File: src/rtl/search_commit_pkg.sv
// Shared state encoding, LFSR taps and width helpers for the search move/commit stage.
package search_commit_pkg;

   typedef enum logic [2:0] {IDLE, CHECK, REQUEST, WAIT, COMMIT, DONE} state_t;

   // Right-shifting Galois taps for x^16 + x^14 + x^13 + x^11 + 1.
   localparam logic [15:0] LFSR_POLY = 16'hB400;

   function automatic int int_assign_w(input int idx_bits, input int val_bits);
      return (2 ** idx_bits) * val_bits;
   endfunction

   function automatic int bool_assign_w(input int idx_bits);
      return 2 ** idx_bits;
   endfunction

   function automatic int total_vars(input int int_idx_bits, input int bool_idx_bits);
      return (2 ** int_idx_bits) + (2 ** bool_idx_bits);
   endfunction

   function automatic int clog2_w(input int n);
      return $clog2(n);
   endfunction

endpackage

File: src/rtl/search_move_commit_if.sv
// Request/result bus between the move/commit stage (master) and StochasticSearch (slave).
interface search_move_commit_if
   import search_commit_pkg::*;
#(
   parameter int MAXIMUM_BIT_WIDTH_OF_INTEGER_VARIABLE_INDEX = 1,
   parameter int MAXIMUM_BIT_WIDTH_OF_BOOLEAN_VARIABLE_INDEX = 1,
   parameter int MAXIMUM_BIT_WIDTH_OF_INTEGER_VARIABLE       = 4,
   parameter int MAXIMUM_BIT_WIDTH_OF_CLAUSES_INDEX          = 2,
   parameter int TOTAL_NUMBER_OF_VARIABLES = total_vars(MAXIMUM_BIT_WIDTH_OF_INTEGER_VARIABLE_INDEX,
                                                        MAXIMUM_BIT_WIDTH_OF_BOOLEAN_VARIABLE_INDEX)
);
   localparam int IVW = int_assign_w(MAXIMUM_BIT_WIDTH_OF_INTEGER_VARIABLE_INDEX,
                                     MAXIMUM_BIT_WIDTH_OF_INTEGER_VARIABLE);
   localparam int BVW = bool_assign_w(MAXIMUM_BIT_WIDTH_OF_BOOLEAN_VARIABLE_INDEX);
   localparam int T   = TOTAL_NUMBER_OF_VARIABLES;

   logic [7:0]                                  search_state;
   logic                                        search_ready;
   logic [MAXIMUM_BIT_WIDTH_OF_CLAUSES_INDEX:0] bestgain;
   logic [IVW-1:0]                              best_assignment_integer;
   logic [BVW-1:0]                              best_assignment_boolean;
   logic [IVW*T-1:0]                            new_assignments_integer;
   logic [BVW*T-1:0]                            new_assignments_boolean;

   modport master (
      output search_state,
      input  search_ready, bestgain, best_assignment_integer, best_assignment_boolean,
             new_assignments_integer, new_assignments_boolean
   );

   modport slave (
      input  search_state,
      output search_ready, bestgain, best_assignment_integer, best_assignment_boolean,
             new_assignments_integer, new_assignments_boolean
   );

endinterface

File: src/rtl/search_lfsr.sv
// Free-running 16-bit Galois LFSR; low bits form the probability sample, top bits the candidate index.
module search_lfsr #(
   parameter logic [15:0] SEED     = 16'hACE1,
   parameter logic [15:0] POLY     = 16'hB400,
   parameter int          SAMPLE_W = 8,
   parameter int          INDEX_W  = 3
) (
   input  logic                i_clk,
   input  logic                i_rst_n,
   input  logic                i_enable,
   output logic [SAMPLE_W-1:0] o_sample,
   output logic [INDEX_W-1:0]  o_index
);
   logic [15:0] r_value;

   always_ff @(posedge i_clk or negedge i_rst_n) begin
      if (!i_rst_n) begin
         r_value <= SEED;
      end else if (i_enable) begin
         r_value <= {1'b0, r_value[15:1]} ^ (r_value[0] ? POLY : 16'h0000);
      end
   end

   assign o_sample = r_value[SAMPLE_W-1:0];
   assign o_index  = r_value[15 -: INDEX_W];

endmodule

File: src/rtl/search_move_commit.sv
// Feedback stage of StochasticSearch: owns the current assignment, requests steps and commits
// either the greedy or a random-walk move until solved, out of flips, or the watchdog fires.
module search_move_commit
   import search_commit_pkg::*;
#(
   parameter int          MAXIMUM_BIT_WIDTH_OF_INTEGER_VARIABLE_INDEX = 1,
   parameter int          MAXIMUM_BIT_WIDTH_OF_BOOLEAN_VARIABLE_INDEX = 1,
   parameter int          MAXIMUM_BIT_WIDTH_OF_INTEGER_VARIABLE       = 4,
   parameter int          MAXIMUM_BIT_WIDTH_OF_CLAUSES_INDEX          = 2,
   parameter int          TOTAL_NUMBER_OF_VARIABLES = total_vars(MAXIMUM_BIT_WIDTH_OF_INTEGER_VARIABLE_INDEX,
                                                                 MAXIMUM_BIT_WIDTH_OF_BOOLEAN_VARIABLE_INDEX),
   parameter int          PROB_WIDTH        = 8,
   parameter int          FLIP_WIDTH        = 8,
   parameter int          TIMEOUT_CYCLES    = 64,
   parameter logic [7:0]  SEARCH_STATE_CODE = 8'd2,
   parameter logic [15:0] LFSR_SEED         = 16'hACE1
) (
   input  logic                  in_clk,
   input  logic                  in_reset,
   input  logic                  in_start,
   input  logic [int_assign_w(MAXIMUM_BIT_WIDTH_OF_INTEGER_VARIABLE_INDEX,
                              MAXIMUM_BIT_WIDTH_OF_INTEGER_VARIABLE)-1:0] in_init_assignment_integer,
   input  logic [bool_assign_w(MAXIMUM_BIT_WIDTH_OF_BOOLEAN_VARIABLE_INDEX)-1:0] in_init_assignment_boolean,
   input  logic [PROB_WIDTH:0]   in_greedy_threshold,
   input  logic [FLIP_WIDTH-1:0] in_max_flips,
   input  logic                  in_all_satisfied,
   search_move_commit_if.master  bus,
   output logic [int_assign_w(MAXIMUM_BIT_WIDTH_OF_INTEGER_VARIABLE_INDEX,
                              MAXIMUM_BIT_WIDTH_OF_INTEGER_VARIABLE)-1:0] out_current_assignment_integer,
   output logic [bool_assign_w(MAXIMUM_BIT_WIDTH_OF_BOOLEAN_VARIABLE_INDEX)-1:0] out_current_assignment_boolean,
   output logic [FLIP_WIDTH-1:0] out_flip_count,
   output logic                  out_done,
   output logic                  out_solved,
   output logic                  out_timeout
);
   localparam int IVW = int_assign_w(MAXIMUM_BIT_WIDTH_OF_INTEGER_VARIABLE_INDEX,
                                     MAXIMUM_BIT_WIDTH_OF_INTEGER_VARIABLE);
   localparam int BVW = bool_assign_w(MAXIMUM_BIT_WIDTH_OF_BOOLEAN_VARIABLE_INDEX);
   localparam int T   = TOTAL_NUMBER_OF_VARIABLES;
   localparam int XW  = clog2_w(T) + 1;
   localparam int WDW = $clog2(TIMEOUT_CYCLES) + 1;
   localparam logic [XW-1:0]  T_X     = XW'(T);
   localparam logic [WDW-1:0] WD_LAST = WDW'(TIMEOUT_CYCLES - 1);

   state_t                                      r_state, w_next;
   logic [IVW-1:0]                              r_cur_int, r_best_int, w_pick_int;
   logic [BVW-1:0]                              r_cur_bool, r_best_bool, w_pick_bool;
   logic [IVW*T-1:0]                            r_new_int;
   logic [BVW*T-1:0]                            r_new_bool;
   logic [MAXIMUM_BIT_WIDTH_OF_CLAUSES_INDEX:0] r_gain;
   logic [FLIP_WIDTH-1:0]                       r_flips;
   logic                                        r_solved, r_timeout;
   logic [WDW-1:0]                              r_wdog;
   logic [PROB_WIDTH-1:0]                       w_sample;
   logic [XW-1:0]                               w_raw_idx, w_idx;
   logic                                        w_greedy, w_wd_expire;

   search_lfsr #(
      .SEED(LFSR_SEED), .POLY(LFSR_POLY), .SAMPLE_W(PROB_WIDTH), .INDEX_W(XW)
   ) u_lfsr (
      .i_clk(in_clk), .i_rst_n(in_reset), .i_enable(1'b1),
      .o_sample(w_sample), .o_index(w_raw_idx)
   );

   // Index field is one bit wider than needed; one fold brings it into 0..T-1.
   assign w_idx       = (w_raw_idx >= T_X) ? w_raw_idx - T_X : w_raw_idx;
   assign w_greedy    = ({1'b0, w_sample} < in_greedy_threshold) && (r_gain != '0);
   assign w_wd_expire = (r_wdog == WD_LAST);
   assign w_pick_int  = w_greedy ? r_best_int  : r_new_int[int'(w_idx) * IVW +: IVW];
   assign w_pick_bool = w_greedy ? r_best_bool : r_new_bool[int'(w_idx) * BVW +: BVW];

   always_comb begin
      w_next = r_state;
      case (r_state)
         IDLE:    if (in_start) w_next = CHECK;
         CHECK:   w_next = (in_all_satisfied || (r_flips == in_max_flips)) ? DONE : REQUEST;
         REQUEST: w_next = WAIT;
         WAIT: begin
            if (bus.search_ready)  w_next = COMMIT;
            else if (w_wd_expire)  w_next = DONE;
         end
         COMMIT:  w_next = CHECK;
         DONE:    if (in_start) w_next = CHECK;
         default: w_next = IDLE;
      endcase
   end

   always_ff @(posedge in_clk or negedge in_reset) begin
      if (!in_reset) begin
         r_state    <= IDLE;
         r_cur_int  <= '0;
         r_cur_bool <= '0;
         r_flips    <= '0;
         r_solved   <= 1'b0;
         r_timeout  <= 1'b0;
         r_wdog     <= '0;
      end else begin
         r_state <= w_next;
         case (r_state)
            IDLE, DONE: begin
               if (in_start) begin
                  r_cur_int  <= in_init_assignment_integer;
                  r_cur_bool <= in_init_assignment_boolean;
                  r_flips    <= '0;
                  r_solved   <= 1'b0;
                  r_timeout  <= 1'b0;
               end
            end
            CHECK:   if (in_all_satisfied) r_solved <= 1'b1;
            REQUEST: r_wdog <= '0;
            WAIT: begin
               if (!bus.search_ready) begin
                  if (w_wd_expire) r_timeout <= 1'b1;
                  else             r_wdog    <= r_wdog + WDW'(1);
               end
            end
            COMMIT: begin
               r_cur_int  <= w_pick_int;
               r_cur_bool <= w_pick_bool;
               if (r_flips != '1) r_flips <= r_flips + FLIP_WIDTH'(1);
            end
            default: ;
         endcase
      end
   end

   // Results are held from the ready pulse so bus activity during COMMIT cannot leak in.
   always_ff @(posedge in_clk) begin
      if (r_state == WAIT && bus.search_ready) begin
         r_gain      <= bus.bestgain;
         r_best_int  <= bus.best_assignment_integer;
         r_best_bool <= bus.best_assignment_boolean;
         r_new_int   <= bus.new_assignments_integer;
         r_new_bool  <= bus.new_assignments_boolean;
      end
   end

   assign bus.search_state                = (r_state == REQUEST || r_state == WAIT) ? SEARCH_STATE_CODE : 8'd0;
   assign out_current_assignment_integer = r_cur_int;
   assign out_current_assignment_boolean = r_cur_bool;
   assign out_flip_count                 = r_flips;
   assign out_done                       = (r_state == DONE);
   assign out_solved                     = r_solved;
   assign out_timeout                    = r_timeout;

endmodule

File: src/flat_wrapper.sv
// flat-port wrapper written by rule: the top's interface ports become plain ports
module search_move_commit_flat import search_commit_pkg::*;
#(
   parameter int          MAXIMUM_BIT_WIDTH_OF_INTEGER_VARIABLE_INDEX = 1,
   parameter int          MAXIMUM_BIT_WIDTH_OF_BOOLEAN_VARIABLE_INDEX = 1,
   parameter int          MAXIMUM_BIT_WIDTH_OF_INTEGER_VARIABLE       = 4,
   parameter int          MAXIMUM_BIT_WIDTH_OF_CLAUSES_INDEX          = 2,
   parameter int          TOTAL_NUMBER_OF_VARIABLES = total_vars(MAXIMUM_BIT_WIDTH_OF_INTEGER_VARIABLE_INDEX,
                                                                 MAXIMUM_BIT_WIDTH_OF_BOOLEAN_VARIABLE_INDEX),
   parameter int          PROB_WIDTH        = 8,
   parameter int          FLIP_WIDTH        = 8,
   parameter int          TIMEOUT_CYCLES    = 64,
   parameter logic [7:0]  SEARCH_STATE_CODE = 8'd2,
   parameter logic [15:0] LFSR_SEED         = 16'hACE1
)
  (in_clk, in_reset, in_start, in_init_assignment_integer, in_init_assignment_boolean, in_greedy_threshold, in_max_flips, in_all_satisfied, out_current_assignment_integer, out_current_assignment_boolean, out_flip_count, out_done, out_solved, out_timeout, bus_search_state, bus_search_ready, bus_bestgain, bus_best_assignment_integer, bus_best_assignment_boolean, bus_new_assignments_integer, bus_new_assignments_boolean);
  search_move_commit_if #(.MAXIMUM_BIT_WIDTH_OF_INTEGER_VARIABLE_INDEX(MAXIMUM_BIT_WIDTH_OF_INTEGER_VARIABLE_INDEX), .MAXIMUM_BIT_WIDTH_OF_BOOLEAN_VARIABLE_INDEX(MAXIMUM_BIT_WIDTH_OF_BOOLEAN_VARIABLE_INDEX), .MAXIMUM_BIT_WIDTH_OF_INTEGER_VARIABLE(MAXIMUM_BIT_WIDTH_OF_INTEGER_VARIABLE), .MAXIMUM_BIT_WIDTH_OF_CLAUSES_INDEX(MAXIMUM_BIT_WIDTH_OF_CLAUSES_INDEX), .TOTAL_NUMBER_OF_VARIABLES(TOTAL_NUMBER_OF_VARIABLES)) bus_i ();
  input  logic in_clk;
  input  logic in_reset;
  input  logic in_start;
  input  logic [int_assign_w(MAXIMUM_BIT_WIDTH_OF_INTEGER_VARIABLE_INDEX,
                              MAXIMUM_BIT_WIDTH_OF_INTEGER_VARIABLE)-1:0] in_init_assignment_integer;
  input  logic [bool_assign_w(MAXIMUM_BIT_WIDTH_OF_BOOLEAN_VARIABLE_INDEX)-1:0] in_init_assignment_boolean;
  input  logic [PROB_WIDTH:0] in_greedy_threshold;
  input  logic [FLIP_WIDTH-1:0] in_max_flips;
  input  logic in_all_satisfied;
  output logic [int_assign_w(MAXIMUM_BIT_WIDTH_OF_INTEGER_VARIABLE_INDEX,
                              MAXIMUM_BIT_WIDTH_OF_INTEGER_VARIABLE)-1:0] out_current_assignment_integer;
  output logic [bool_assign_w(MAXIMUM_BIT_WIDTH_OF_BOOLEAN_VARIABLE_INDEX)-1:0] out_current_assignment_boolean;
  output logic [FLIP_WIDTH-1:0] out_flip_count;
  output logic out_done;
  output logic out_solved;
  output logic out_timeout;
  output wire logic [$bits(bus_i.search_state)-1:0] bus_search_state;
  input wire logic [$bits(bus_i.search_ready)-1:0] bus_search_ready;
  input wire logic [$bits(bus_i.bestgain)-1:0] bus_bestgain;
  input wire logic [$bits(bus_i.best_assignment_integer)-1:0] bus_best_assignment_integer;
  input wire logic [$bits(bus_i.best_assignment_boolean)-1:0] bus_best_assignment_boolean;
  input wire logic [$bits(bus_i.new_assignments_integer)-1:0] bus_new_assignments_integer;
  input wire logic [$bits(bus_i.new_assignments_boolean)-1:0] bus_new_assignments_boolean;
  assign bus_search_state = bus_i.search_state;
  assign bus_i.search_ready = bus_search_ready;
  assign bus_i.bestgain = bus_bestgain;
  assign bus_i.best_assignment_integer = bus_best_assignment_integer;
  assign bus_i.best_assignment_boolean = bus_best_assignment_boolean;
  assign bus_i.new_assignments_integer = bus_new_assignments_integer;
  assign bus_i.new_assignments_boolean = bus_new_assignments_boolean;
  search_move_commit #(.MAXIMUM_BIT_WIDTH_OF_INTEGER_VARIABLE_INDEX(MAXIMUM_BIT_WIDTH_OF_INTEGER_VARIABLE_INDEX), .MAXIMUM_BIT_WIDTH_OF_BOOLEAN_VARIABLE_INDEX(MAXIMUM_BIT_WIDTH_OF_BOOLEAN_VARIABLE_INDEX), .MAXIMUM_BIT_WIDTH_OF_INTEGER_VARIABLE(MAXIMUM_BIT_WIDTH_OF_INTEGER_VARIABLE), .MAXIMUM_BIT_WIDTH_OF_CLAUSES_INDEX(MAXIMUM_BIT_WIDTH_OF_CLAUSES_INDEX), .TOTAL_NUMBER_OF_VARIABLES(TOTAL_NUMBER_OF_VARIABLES), .PROB_WIDTH(PROB_WIDTH), .FLIP_WIDTH(FLIP_WIDTH), .TIMEOUT_CYCLES(TIMEOUT_CYCLES), .SEARCH_STATE_CODE(SEARCH_STATE_CODE), .LFSR_SEED(LFSR_SEED)) u_core (.in_clk(in_clk), .in_reset(in_reset), .in_start(in_start), .in_init_assignment_integer(in_init_assignment_integer), .in_init_assignment_boolean(in_init_assignment_boolean), .in_greedy_threshold(in_greedy_threshold), .in_max_flips(in_max_flips), .in_all_satisfied(in_all_satisfied), .bus(bus_i), .out_current_assignment_integer(out_current_assignment_integer), .out_current_assignment_boolean(out_current_assignment_boolean), .out_flip_count(out_flip_count), .out_done(out_done), .out_solved(out_solved), .out_timeout(out_timeout));
endmodule
File: config.mk
export PLATFORM = sky130hd
export DESIGN_NAME = search_move_commit_flat
export DESIGN_NICKNAME = d
export VERILOG_FILES = /design/src/rtl/search_commit_pkg.sv /design/src/rtl/search_move_commit_if.sv /design/src/rtl/search_lfsr.sv /design/src/rtl/search_move_commit.sv /design/src/flat_wrapper.sv
export SDC_FILE = /design/constraint.sdc
export NUM_CORES = 1
export LEC_CHECK = 0
export ABC_AREA = 1
export CORE_UTILIZATION = 45
export CTS_CLUSTER_DIAMETER = 50
export DETAILED_ROUTE_END_ITERATION = 7
export GPL_TIMING_DRIVEN = 0
export PLACE_DENSITY = 0.85
export SLEW_MARGIN = 40
export SYNTH_ARGS = -nofsm -noshare
export SYNTH_HDL_FRONTEND = slang
export SYNTH_HIERARCHICAL = 1
export SYNTH_SLANG_ARGS = --single-unit
File: constraint.sdc
create_clock -name in_clk -period 3.25 [get_ports in_clk]
set_input_delay 0.65 -clock in_clk [delete_from_list [all_inputs] [get_ports in_clk]]
set_output_delay 0.65 -clock in_clk [all_outputs]
set_load 0.02 [all_outputs]
# Word level (Yosys, flattened, before mapping)
# Cells that the tools add are included.
dict set report totals {
  in_bits 85
  output_inout_bits 29
  ff_bits 99
}
dict set report classes {
  n_reduce_logical 17
  shift 2
  magnitude_cmp 2
  add_sub_neg 3
  bitwise_logic 1
  n_mux 26
  n_eq_ne 15
}
# op count
set op_table {}
lappend op_table {{8-bit two-way mux} 4}
lappend op_table {{8-bit case mux with 2 select lines} 2}
lappend op_table {{32-bit by 7-bit variable part select with 8-bit output} 1}
lappend op_table {{16-bit two-way mux} 1}
lappend op_table {{15-bit by 16-bit bitwise XOR with 16-bit output} 1}
lappend op_table {{3-bit two-way mux} 5}
lappend op_table {{3-bit case mux with 5 select lines} 1}
lappend op_table {{7-bit two-way mux} 2}
lappend op_table {{7-bit case mux with 2 select lines} 1}
lappend op_table {{8-bit by 9-bit less-than comparator with 1-bit output} 1}
lappend op_table {{3-bit AND reduction} 3}
lappend op_table {{8-bit by 1-bit adder with 8-bit output (second input constant)} 1}
lappend op_table {{8-bit equality test} 1}
lappend op_table {{8-bit != test (second input constant)} 1}
lappend op_table {{2-bit nonzero test} 4}
lappend op_table {{8-bit by 5-bit variable part select with 2-bit output} 1}
lappend op_table {{7-bit by 1-bit adder with 7-bit output (second input constant)} 1}
lappend op_table {{7-bit by 6-bit equality test with 1-bit output (second input constant)} 1}
lappend op_table {{3-bit by 2-bit equality test with 1-bit output (second input constant)} 2}
lappend op_table {{3-bit equality test (second input constant)} 2}
lappend op_table {{2-bit two-way mux} 3}
lappend op_table {{2-bit by 1-bit != test with 1-bit output (second input constant)} 3}
lappend op_table {{2-bit != test (second input constant)} 3}
lappend op_table {{1-bit two-way mux} 4}
lappend op_table {{13 further kinds} 17}

# Longest topological paths before layout
dict set report depth {
  word_depth 5
  depth_mapped 11
}

# Modules after synthesis
# The synthesis kept the hierarchy.
# mod cells_per_inst n_inst area_per_inst_um2
set by_module_without_submodules {}
lappend by_module_without_submodules {search_move_commit 430 1 4100.2}
lappend by_module_without_submodules {search_lfsr 85 1 754.5}

# Worst setup path after synthesis
# OpenSTA, ideal clock, no wires.
dict set report synth_path {
  kind {register -> register}
  from {reg u_core.r_state[2]}
  to {reg u_core.r_best_bool[0], enable pin}
  required_time_ns 2.843
  setup_slack_ns 0.977
  t_arrival_ns 1.866
  stages_incl_launch_ff 6
  n_path_buf 0
  cell_sequence {dfrtp_1 inv_2 nand3_2 inv_2 nand2_1 inv_1}
}
dict set report synth_via {
  elab_chain_cells 2
}
# element line
set synth_lines {}
lappend synth_lines {{start: declaration} search_move_commit.sv:45} ;# state_t r_state, w_next;
lappend synth_lines {{start signal: assignment} search_move_commit.sv:98} ;# r_state <= w_next;
lappend synth_lines {{3-bit by 2-bit equality test with 1-bit output} search_move_commit.sv:129} ;# if (r_state == WAIT && bus.search_ready) begin
lappend synth_lines {{1-bit logical AND} search_move_commit.sv:129}
lappend synth_lines {{end signal: assignment} search_move_commit.sv:132} ;# r_best_bool <= bus.best_assignment_boolean;
lappend synth_lines {{end: declaration} search_move_commit.sv:47} ;# logic [BVW-1:0] r_cur_bool, r_best_bool, w_pick_bool;
# Every way passes these cells.
# A chain may end at the register's enable or synchronous reset.

# Worst setup path in the final report
dict set report layout_path {
  from {reg u_core.r_state[0]}
  to {out out_done}
}
dict set report layout_via {
  elab_chain_cells 1
}
# element line
set layout_lines {}
lappend layout_lines {{3-bit equality test} search_move_commit.sv:142} ;# assign out_done = (r_state == DONE);
lappend layout_lines {{end: declaration} flat_wrapper.sv:31} ;# output logic out_done;
# Every way passes these cells.

==> reports/metrics.yaml <==
floorplan:
  initial_core_util_pct: 46.7
  core_area_um2: 10400
  dieArea_um2: 11200
  die_w_um: 106
  rows: 37
  die_h_um: 106
  io_pins: 114
clocking:
  path_clk_slew_ps: 100
  cts_hold_buf: 0
  root_buffer: "clkbuf_8"
  clkSinkCount: 99
  post_cts_resized: 0
  post_cts_buffers: 0
  htree_levels: 3
  cts_max_path_buffers: 2
  cts_made_buffers: 9
  cts_tree: "built"
  clk_latency_ps: 350
synthesis:
  syn_area_per_cell_um2: 9.43
  synth_cells: 514
  syn_area_um2: 4850
  ys_warn_count: 6
power:
  irDropWorstVdd_mv: 0.354
  powerDensity_nw_per_um2: 640
  leakagePower_uw: 0.00273
global_route:
  grt.overflow.total: 0
  grt_use_met2_pct: 36.2
  grt_first_pass_wirelength_mm: 17.9
  top_usage_layer: "met2"
  first_global_vias: 3966
  grt_util_met1_pct: 24.5
  antenna_found_initial: 0
  grt_usage_pct: 20.4
  grt_max_degree: 51
  met3_usage_pct: 3.59
critical_path:
  crit_type: "flop to output pin"
  critPathRequiredTime_ps: 2600
  critPathLaunchType: "flop"
  crit_arrival_ps: 1770
  endpoint_kind: "output pin"
  crit_fanout: 6
  timing.rr.start: "u_core/u_lfsr/r_value[7]"
  crit_start: "u_core/r_state[0]"
cells_and_area:
  nets: 733
  final-seq-area_um2: 2750
  diodes: 0
  drive_above_1_share_pct: 11.2
  area_growth_pct: 30.9
  fill_cells: 848
  multi_input_area_um2: 1660
  finalInstanceArea_um2: 6350
flow_run:
  maxCapViolations: 0
drt:
  drt-wirelength-per-cell_um: 13.8
  drtAntennaViolNets: 0
  routed_via_density: 4.99
  vias: 3896
  firstDrtPassIters: 5
  drt-initial-drc-count: 210
  drc: 0
  routed_wl_mm: 10.8
timing:
  post-route-min-period_ps: 2420
  max_freq_mhz: 413
  tns_ps: 0
  rsz0062_at_grt: "no"
  min_period_over_period_pct: 74.5
  slew_violations: 0
  finalHoldViolations: 0
  fin_skew_ps: 12.8
  whs_ps: 69.4
  finalSetupViolations: 0
placed_design:
  place_area_um2: 6140
  portBuffers: 106
  gp_congestion: 0.814
  dp_hpwl_mm: 8.02
status:
  status: "completed"
min_path:
  min_path_type: "input port to asynchronous set/reset pin"
## report_power, final
part / total [uW] / leakage (uW) / switching (uW) / internal [uW]
registers: 1760 / 0.00105 / 155 / 1600
clock network: 797 / 0.000101 / 419 / 379
logic: 1510 / 0.00158 / 881 / 624
total: 4060 / 0.00273 / 1460 / 2610
## layout make-up
class                           instances  area share [%]
Inverter                               61            3.73
Clock buffer                           13            2.86
Timing Repair Buffer                  108            17.3
Sequential cell                        99            43.4
Multi-Input combinational cell        327            26.1
Tap cell                              136            2.68
Buffer                                 33            3.53
Clock inverter                          3           0.394
## per-layer routing
| layer | routed length [um] | vias to the layer above |
|---|---|---|
| li1 | - | 1906 |
| met1 | 4480 | 1800 |
| met2 | 5440 | 169 |
| met3 | 608 | 21 |
| met4 | 225 | 0 |
| met5 | 0 | - |
## flip-flops by register name, indices dropped and copies added, names as in the netlist
signal	count
u_core/r_new_bool	8
u_core/r_best_int	8
u_core/r_wdog	7
u_core/out_current_assignment_boolean	2
u_core/out_current_assignment_integer	8
u_core/r_gain	3
u_core/r_new_int	32
u_core/out_flip_count	8
u_core/r_best_bool	2
u_core/out_timeout	1
u_core/u_lfsr/r_value	16
u_core/out_solved	1
u_core/r_state	3
## per-stage QoR
stage | instances | power [uW] | worst slack, ps | utilization [%]
global placement | 762 | 3200 | 177 | 58.8
global route | 780 | 4320 | 747 | 61.2
CTS | 780 | 4090 | 801 | 61.2
detailed placement | 764 | 3280 | 562 | 59.2
floorplan | 520 | 2710 | 977 | -
finish | 780 | 4060 | 829 | 61.2
## critical path: stages, from the launching register on
cell and delay (ps):
dfrtp_1 490, nand2_1 150, nor2_4 150, clkdlybuf4s50_1 620
## cells in the final DEF, fill, tap and decap left out, types with 9 or more instances in the layout
cell	count
a21oi_1	14
buf_4	19
clkbuf_1	11
clkbuf_8	9
clkdlybuf4s50_1	105
dfrtp_1	38
edfxtp_1	53
ha_1	9
inv_1	52
nand2_1	106
nand3_1	28
nand4_1	11
nor2_1	56
o21ai_0	36
o21ai_1	23
xnor2_1	11
## path summary, 6_finish.rpt
kind                                                       endpoint  slack [ps]  cells after the start
max reg2reg                u_core/out_current_assignment_integer[5]        1140                      9
min reg2reg                                u_core/u_lfsr/r_value[6]         480                      2
min in group in_clk                        u_core/u_lfsr/r_value[6]         480                      2
min                                               u_core/r_state[2]          70                      1
max in group asynchronous                 u_core/u_lfsr/r_value[10]        2710                      2
max                                                        out_done         830                      3
Power figures use the tool's default switching activity.
